==> src/rtl/corner_editor.sv <==
// corner_editor: holds the four document-corner coordinates feeding the
// perspective-transform datapath. Corners are loaded from the auto-detector
// and can then be nudged one at a time with direction buttons. Holding a
// button auto-repeats after a delay. All coordinates stay inside the frame.
module corner_editor #(
  parameter int X_MAX         = 639,
  parameter int Y_MAX         = 479,
  parameter int REPEAT_DELAY  = 16250000,
  parameter int REPEAT_PERIOD = 1625000
) (
  input  logic        clk,
  input  logic        reset,
  input  logic        set_corners,
  input  logic [43:0] auto_x,
  input  logic [39:0] auto_y,
  input  logic        enable,
  input  logic        button_next,
  input  logic        btn_up,
  input  logic        btn_down,
  input  logic        btn_left,
  input  logic        btn_right,
  output logic [43:0] corners_x,
  output logic [39:0] corners_y,
  output logic [1:0]  selected,
  output logic        corners_valid,
  output logic        corners_changed
);

  localparam int CNT_MAX = (REPEAT_DELAY > REPEAT_PERIOD) ? REPEAT_DELAY : REPEAT_PERIOD;
  localparam int CW      = $clog2(CNT_MAX + 1);

  localparam logic [CW-1:0] DELAY_LAST  = CW'(REPEAT_DELAY - 1);
  localparam logic [CW-1:0] PERIOD_LAST = CW'(REPEAT_PERIOD - 1);
  localparam logic [10:0]   X_LIM       = 11'(X_MAX);
  localparam logic [9:0]    Y_LIM       = 10'(Y_MAX);

  localparam logic [1:0] S_IDLE   = 2'd0;
  localparam logic [1:0] S_HOLD   = 2'd1;
  localparam logic [1:0] S_REPEAT = 2'd2;

  logic [1:0]    state, state_next;
  logic [CW-1:0] cnt, cnt_next;
  logic          do_step;

  logic [43:0] auto_x_clamped;
  logic [39:0] auto_y_clamped;

  logic        move_right, move_left, move_down, move_up, active;
  logic [5:0]  x_base, y_base;
  logic [10:0] cur_x, step_x;
  logic [9:0]  cur_y, step_y;

  // Opposing buttons cancel each other out.
  assign move_right = btn_right & ~btn_left;
  assign move_left  = btn_left  & ~btn_right;
  assign move_down  = btn_down  & ~btn_up;
  assign move_up    = btn_up    & ~btn_down;
  assign active     = enable & (move_right | move_left | move_down | move_up);

  assign x_base = 6'(selected) * 6'd11;
  assign y_base = 6'(selected) * 6'd10;
  assign cur_x  = corners_x[x_base +: 11];
  assign cur_y  = corners_y[y_base +: 10];

  // Clamp incoming auto-detected corners to the frame.
  always_comb begin
    // NOTE: every variable written here gets a default first so no latch is inferred.
    auto_x_clamped = auto_x;
    auto_y_clamped = auto_y;
    for (int i = 0; i < 4; i++) begin
      if (auto_x[11*i +: 11] > X_LIM) auto_x_clamped[11*i +: 11] = X_LIM;
      if (auto_y[10*i +: 10] > Y_LIM) auto_y_clamped[10*i +: 10] = Y_LIM;
    end
  end

  // Saturating one-unit step of the selected corner.
  always_comb begin
    step_x = cur_x;
    step_y = cur_y;
    if (move_right && cur_x < X_LIM)        step_x = cur_x + 11'd1;
    else if (move_left && cur_x != 11'd0)   step_x = cur_x - 11'd1;
    if (move_down && cur_y < Y_LIM)         step_y = cur_y + 10'd1;
    else if (move_up && cur_y != 10'd0)     step_y = cur_y - 10'd1;
  end

  // Button repeat timing: first step immediately, then after a delay, then periodically.
  always_comb begin
    state_next = state;
    cnt_next   = cnt;
    do_step    = 1'b0;
    if (set_corners || !active) begin
      state_next = S_IDLE;
      cnt_next   = '0;
    end else begin
      case (state)
        S_IDLE: begin
          do_step    = 1'b1;
          cnt_next   = '0;
          state_next = S_HOLD;
        end
        S_HOLD: begin
          if (cnt == DELAY_LAST) begin
            do_step    = 1'b1;
            cnt_next   = '0;
            state_next = S_REPEAT;
          end else begin
            cnt_next = cnt + 1'b1;
          end
        end
        S_REPEAT: begin
          if (cnt == PERIOD_LAST) begin
            do_step  = 1'b1;
            cnt_next = '0;
          end else begin
            cnt_next = cnt + 1'b1;
          end
        end
        default: begin
          state_next = S_IDLE;
          cnt_next   = '0;
        end
      endcase
    end
  end

  // Corner storage, selection and repeat-FSM state.
  always_ff @(posedge clk or posedge reset) begin
    if (reset) begin
      // NOTE: the corner registers are reset too; downstream relies on all-zero corners after reset.
      state           <= S_IDLE;
      cnt             <= '0;
      corners_x       <= '0;
      corners_y       <= '0;
      selected        <= 2'd0;
      corners_valid   <= 1'b0;
      corners_changed <= 1'b0;
    end else begin
      // NOTE: non-blocking assignments so every register samples pre-edge values.
      state           <= state_next;
      cnt             <= cnt_next;
      corners_changed <= 1'b0;
      if (set_corners) begin
        corners_x       <= auto_x_clamped;
        corners_y       <= auto_y_clamped;
        selected        <= 2'd0;
        corners_valid   <= 1'b1;
        corners_changed <= 1'b1;
      end else begin
        // A step uses the selection from before any concurrent button_next.
        if (do_step) begin
          corners_x[x_base +: 11] <= step_x;
          corners_y[y_base +: 10] <= step_y;
          corners_changed         <= (step_x != cur_x) || (step_y != cur_y);
        end
        if (enable && button_next) selected <= selected + 2'd1;
      end
    end
  end

endmodule
==> config.mk <==
export PLATFORM = sky130hd
export DESIGN_NAME = corner_editor
export DESIGN_NICKNAME = d
export VERILOG_FILES = /design/src/rtl/corner_editor.sv
export SDC_FILE = /design/constraint.sdc
export NUM_CORES = 1
export LEC_CHECK = 0
export ABC_AREA = 0
export CAP_MARGIN = 20
export CELL_PAD_IN_SITES_DETAIL_PLACEMENT = 0
export CELL_PAD_IN_SITES_GLOBAL_PLACEMENT = 2
export CORE_MARGIN = 2
export CORE_UTILIZATION = 28
export DETAILED_ROUTE_END_ITERATION = 6
export GPL_TIMING_DRIVEN = 0
export PLACE_DENSITY = 0.77
export SLEW_MARGIN = 20
export SYNTH_ARGS = -nofsm -noshare
export SYNTH_HDL_FRONTEND = slang
export SYNTH_SLANG_ARGS = --single-unit
==> constraint.sdc <==
create_clock -name clk -period 3.75 [get_ports clk]
set_input_delay 0.5625 -clock clk [delete_from_list [all_inputs] [get_ports clk]]
set_output_delay 0.5625 -clock clk [all_outputs]
set_load 0.05 [all_outputs]
* Word level (Yosys, flattened, before mapping)
Cells that the tools add are included.
** Operators by class
- Divide/modulo/power cells :: 0
- $mul :: 2
- Add/subtract/negate cells :: 8
- Bitwise operators :: 12
- Multiplexer cells :: 33
- Shifts and indexed selects :: 6
- Equality and inequality tests :: 8
- Magnitude comparators :: 10
- Reductions and logical operators :: 14
** Operators by type and width (count)
- $mux 44 :: 2
- $mux 40 :: 2
- $mux 24 :: 3
- $mux 11 :: 6
- $mux 10 :: 6
- $pmux 24 s2 :: 1
- $bwmux 44 :: 1
- $gt 11x10->1 const B :: 4
- $shift 11x8->44 const A :: 1
- $shiftx 11x8->44 :: 1
- $shiftx 44x7->11 :: 1
- $bwmux 40 :: 1
- $gt 10x9->1 const B :: 4
- $shift 10x8->40 const A :: 1
- $shiftx 10x8->40 :: 1
- $shiftx 40x7->10 :: 1
- $add 24x1->24 const B :: 1
- $eq 24x21->1 const B :: 1
- $eq 24x24->1 const B :: 1
- $neg 6->8 :: 2
- $add 11x1->11 const B :: 1
- $lt 11x10->1 const B :: 1
- $ne 11x11->1 :: 1
- $reduce_bool 11->1 :: 1
- other kinds (26) :: 48
** Word-level totals
- Bits in registers :: 114
- Output and inout port bits :: 88
- Word-level logic and storage cells :: 100
- Bits in writable memories :: 0
- Latch bits :: 0
- ROM bits :: 0
- Input bits :: 93
- Memories kept :: 0

* Depth between registers and ports, before layout
- Depth after elaboration :: 11
- Depth in mapped cells :: 15
- Mapped depth without buffers :: 11

* Least setup slack after synthesis
No wires, ideal clock.
- Path kind :: register to register
- Start point :: register selected[0]
- End point :: register corners_y[2]
- Required time :: 3.670 ns
- Setup time :: 0.080 ns
- Cell stages (with the launch flop) :: 15
- Buffers on the path :: 3
- Setup slack :: -0.574 ns
- Data arrival time :: 4.244 ns
- Path through :: dfrtp_1 > buf_6 > buf_8 > buf_4 > mux4_2 > inv_1 > ha_1 > inv_1 > or4_4 > or3_4 > a21oi_4 > xnor2_1 > mux4_2 > or3_1 > o211ai_2
** Between the ends
- Word-level cells in the longest chain between the ends :: 10
- Elaborated cells on any way between the ends :: 16
** Ends and longest elaborated chain
- from (decl) :: RTL line 24 : output logic [1:0] selected,
- from (signal assigned) :: RTL line 155 : if (enable && button_next) selected <= selected + 2'd1;
- $mul 2x3->5 (*) :: RTL line 61 : assign y_base = 6'(selected) * 6'd10;
- parallel branches: the longest is 6 deep, another holds $sub 10x1->10
- $bwmux 40 (*) :: RTL line 152 : corners_y[y_base +: 10] <= step_y;
- $mux 40 (*) :: RTL line 150 : if (do_step) begin
- $mux 40 (*) :: RTL line 142 : if (set_corners) begin
- to (signal assigned) :: RTL line 144 : corners_y <= auto_y_clamped;
- to (signal, indexed assignment) :: RTL line 152
- to (decl) :: RTL line 23 : output logic [39:0] corners_y,
Every way passes the cells marked *. The select of a mux whose other input is x is not followed.
A chain may end at the register's enable or synchronous reset.

* Final worst setup path
- Start point :: register selected[1]
- End point :: register corners_y[2]
The elaborated chain is that of the path after synthesis.

==> results.md <==
- Routability-driven placement finished with a final weighted congestion of 0.9439.
- The measured slew at the worst slew-check pin is around 1.1 ns.
- The TritonCTS clock tree is yes.
- Leaving out fill and tap cells, the most frequent cells in the layout are sky130_fd_sc_hd__clkdlybuf4s50_1 (180), sky130_fd_sc_hd__dfrtp_1 (112), sky130_fd_sc_hd__nand2_1 (106), sky130_fd_sc_hd__o21ai_0 (81), sky130_fd_sc_hd__nor2_1 (77).
- Across all setup checks in the final design, the least slack found is -0.1740 ns.
- The category of the worst setup path capture point is a flip-flop.
- The critical path starts at selected[1].
- The cell count after synthesis is 919.
- Global routing used 25.58% of the available tracks across all layers.
- The total number of vias is 8987.
- The adder-cell area share of the yosys netlist is 3.231%.
- In the routed layout, each cell is associated on average with a via count of 5.776.
- The worst voltage drop across the vdd grid is 0.1962 mV.
- In this run the deepest clock path goes through 2 buffers.
- TritonCTS created 17 clock buffers.
- The main combinational cell family by area after synthesis is compound AO/OA/AOI/OAI gates.
- The setup slack at placement is -1.300 ns.
- CTS saw 114 sinks.
- CTS placed an instance of sky130_fd_sc_hd__clkbuf_16 at the clock tree root.
- The family with the most delay on the worst path is simple AND/OR/NAND/NOR gates.
- The share of the core filled with cells in the final layout is 41.69%.
- The maximum operating frequency is 0.2548 GHz.
- The met1 track demand over resource in global routing is 34.52%.
- The highest-delay cell along the critical path is sky130_fd_sc_hd__mux4_2.
- The mapped netlist covers 8132 sq um.
- The buffers plus inverters on the worst setup path is 5.
- The number of H-tree levels is 4.
- The worst register-to-register path begins at selected[1].
- In the finished design, the share of the clock period the worst path needs comes to 104.6%.
- The largest net degree at the start of global routing is 75.
- The vertical extent of the die is 174.4 um.
- Data on the critical path is required at its endpoint by 4.11 ns.
- The critical path goes through buf_8, buf_12, buf_12, mux4_2, inv_2, ha_4, inv_2, or4_4, or3_4, a21oi_4, xnor2_2, mux4_2, or3_4, o211ai_2.
- When the netlist entered floorplanning its net count stood at 1033.
- The number of top-level design ports is 181.
- The final reports fail on negative setup slack.
- The flow ran to the end, but the final reports show violations.
- Counting flops with a built-in enable in the synthesized netlist gives 0.
- The sort of element at the start of the critical path is a flip-flop.
- In this run the register-to-register setup slack is -0.17 ns.
- Setup violations remaining at the end of the flow were counted as 28.
- The leftover overflow at the end of global routing is 0.
- The worst hold path begins at cnt[0].
- In the final routed layout, each cell accounts on average for 25.41 um.
- The static leakage is 4.463 nW.
- Setup repair after global routing could not meet its margin everywhere.
- The average instance in the mapped netlist occupies 8.848 sq um.
- The final worst clock skew is ~0.013 ns.
- The number of global-route vias before repair came to 8761.
- The clock transition at the registers of the reported paths is 0.07 ns.
- The initial utilization of the core area, before any placement, comes to 28.41%.
- The net count of the finished layout is about 1.3k.
- The number of antenna diodes in the final layout is 0.
- In this run the core area contains 62 standard-cell rows.
- The wire length of the first global-routing pass is slightly below 60 mm.
- Total power for the finished layout comes to about 5.3 mW.
- Summing the areas of all xor and xnor instances in the mapped netlist gives 3.770% of the synthesized area.
- The post-route worst hold slack is between 0.4 and 0.5 ns.
- The Yosys step of the flow raised 0 warnings.
- The most utilized layer in the global route result is met2.
- For met2 alone, demand over resource in global routing was 39.95%.
- In this run the tool buffered the top-level ports with between 150 and 200 buffer cells.
- STA puts the critical path data arrival time at 4.28 ns.
- For the finished layout, the period the worst path requires is 3.924 ns.
- The tool flagged a number of max-cap violations equal to 0.
- The count of TritonRoute iterations in the first routing pass is 5.
- In the synthesized netlist the dominant register cell turns out to be sky130_fd_sc_hd__dfrtp_1.
- The endpoint of the lowest-slack register-to-register path is corners_y[2].
- In the synthesized netlist, mux cells make up ~7.9% of the area.
- The max-slew violation count is 0.
- The sum of routed wire length over all layers is 39.54 mm.
- The standard cell core area is 28630 sq um.
- The critical path depth in cells is 14.
- In this run the worst path has a maximum fanout of 10.
- The count of hold buffers inserted by post-cts repair is 0.
- The compound-gate portion of the synthesized area is 23.70%.
- The post-synthesis async set-or-reset flop share is 100.0%.
- The post-synthesis sequential element count is 114.
- Measured along the x axis, the die boundary spans between 150 and 200 um.
- The worst pin sits at a relative slew slack of 27.58%.
- The post-detailed-placement cell area is approximately 10000 sq um.
- The final-report hold violation count is 0.
- The most common cell after layout, fill and taps aside is sky130_fd_sc_hd__clkdlybuf4s50_1.
- Global routing consumed, on the met3 layer, 6.080% of the routing resources.
- Power spread over the standard cell area amounts to 444.9 nW/um^2.
- After detailed routing, the number of remaining DRC violations is 0.
- The classification of the worst-slack hold path is flip-flop to flip-flop.
- For this run, the slowest stage of the critical path takes 0.56 ns.
- The capture point of the critical path is corners_y[2].
- The share of layout cells above drive strength 1 is 17.66%.
- After synthesis, flip-flops and latches occupy 35.08% of the total area.
- Yosys mapped the design onto 85 distinct sky130hd cell types.
- The total non-filler cell area in the finished layout is 11930 sq um.
- The synthesis-to-finish area growth is 46.75%.
- The die covers 30420 sq um.
- The half-perimeter wire length of the detailed placement result is 29.58 mm.
- The clock latency on the worst-skew pair is 0.43 ns.
- Summing the areas of all and, or, nand and nor instances in the mapped netlist gives ~22% of the synthesized area.
- The number of cells on the worst reg-to-reg path is 14.
- The DRC marker count from the first detailed-route iteration is ~1.0k.
- The critical path is of the flip-flop to flip-flop type.
- The initial antenna violation count is 0.
- In this run the remaining antenna-violating nets after routing total 0.
-- synthesized netlist by cell type, types with 14 or more instances --
library cell	count	area share [%]
sky130_fd_sc_hd__dfrtp_1	114	35
sky130_fd_sc_hd__nand2_1	106	4.9
sky130_fd_sc_hd__o21ai_0	88	5.4
sky130_fd_sc_hd__nor2_1	80	3.7
sky130_fd_sc_hd__clkbuf_1	46	2.1
sky130_fd_sc_hd__a21oi_1	36	2.2
sky130_fd_sc_hd__o211ai_1	32	3.0
sky130_fd_sc_hd__nand3_1	28	1.7
sky130_fd_sc_hd__nor3_1	24	1.5
sky130_fd_sc_hd__inv_1	22	1.0
sky130_fd_sc_hd__ha_1	21	3.2
sky130_fd_sc_hd__xor2_1	18	1.9
sky130_fd_sc_hd__mux4_2	17	4.7
sky130_fd_sc_hd__o221ai_1	17	1.8
sky130_fd_sc_hd__xnor2_1	17	1.8
sky130_fd_sc_hd__nand2b_1	16	1.2
sky130_fd_sc_hd__and3_1	14	1.1
-- metal layers --
| layer | vias to the layer above | part of all wire [%] |
|---|---|---|
| met5 | - | 0 |
| li1 | 3947 | - |
| met1 | 4460 | 42 |
| met2 | 494 | 46 |
| met4 | 0 | 3.6 |
| met3 | 86 | 9.0 |
-- report_power, final --
group	switching [mW]	total [mW]	internal, mW
Sequential	0.114	1.44	1.32
Combinational	1.30	2.13	0.838
Clock	0.684	1.74	1.05
-- through the flow --
stage               TNS [ns]  std cells
global placement     -289.77       1483
detailed placement    -69.79       1484
finish                -2.119       1556
global route          -5.260       1556
floorplan             -3.369        919
CTS                   -1.485       1540
-- how the worst min path moves through the flow --
stage | depth (start not counted) | slack [ns] | to
after floorplan | 1 | 0.43 | cnt[0]
after global placement | 1 | 0.45 | cnt[0]
after detailed placement | 1 | 0.45 | cnt[0]
after CTS | 1 | 0.46 | cnt[0]
after global routing | 1 | 0.48 | cnt[0]
final | 1 | 0.46 | cnt[0]
-- area by class of cell --
class                           count  area (sq um)
Tap cell                          384         480.5
Sequential cell                   114          2855
Clock inverter                     14         178.9
Multi-Input combinational cell    726          5410
Inverter                           23         96.34
Fill cell                        2879         16690
Buffer                             51         285.3
Clock buffer                       18         429.2
Timing Repair Buffer              226          2197
-- logic make-up after synthesis --
logic type               count (synthesis)
adder cells (fa/ha/maj)                 21
AO/OA/AOI/OAI                          278
XOR/XNOR                                35
multiplexers                            33
AND/OR/NAND/NOR                        359
buffers and inverters                   79
flip-flops                             114
-- worst reg2reg max path, cell delays in order (launching register included) --
cell,delay (ns)
sky130_fd_sc_hd__dfrtp_2,0.38
sky130_fd_sc_hd__buf_8,0.18
sky130_fd_sc_hd__buf_12,0.18
sky130_fd_sc_hd__buf_12,0.16
sky130_fd_sc_hd__mux4_2,0.39
sky130_fd_sc_hd__inv_2,0.11
sky130_fd_sc_hd__ha_4,0.15
sky130_fd_sc_hd__inv_2,0.04
sky130_fd_sc_hd__or4_4,0.51
sky130_fd_sc_hd__or3_4,0.39
sky130_fd_sc_hd__a21oi_4,0.20
sky130_fd_sc_hd__xnor2_2,0.13
sky130_fd_sc_hd__mux4_2,0.57
sky130_fd_sc_hd__or3_4,0.42
sky130_fd_sc_hd__o211ai_2,0.06
-- repair_timing --
item	CTS	global route
resized for setup	61	62
pin swaps	21	22
endpoints found under the setup margin	86	74
setup buffers	25	20
-- flip-flops by register name (all words and copies together), names as in the netlist --
| name | flops |
|---|---|
| corners_x | 44 |
| corners_y | 40 |
| cnt | 24 |
| selected | 2 |
| state | 2 |
| corners_changed | 1 |
| corners_valid | 1 |
No activity file was read; power rests on OpenSTA's default activity.
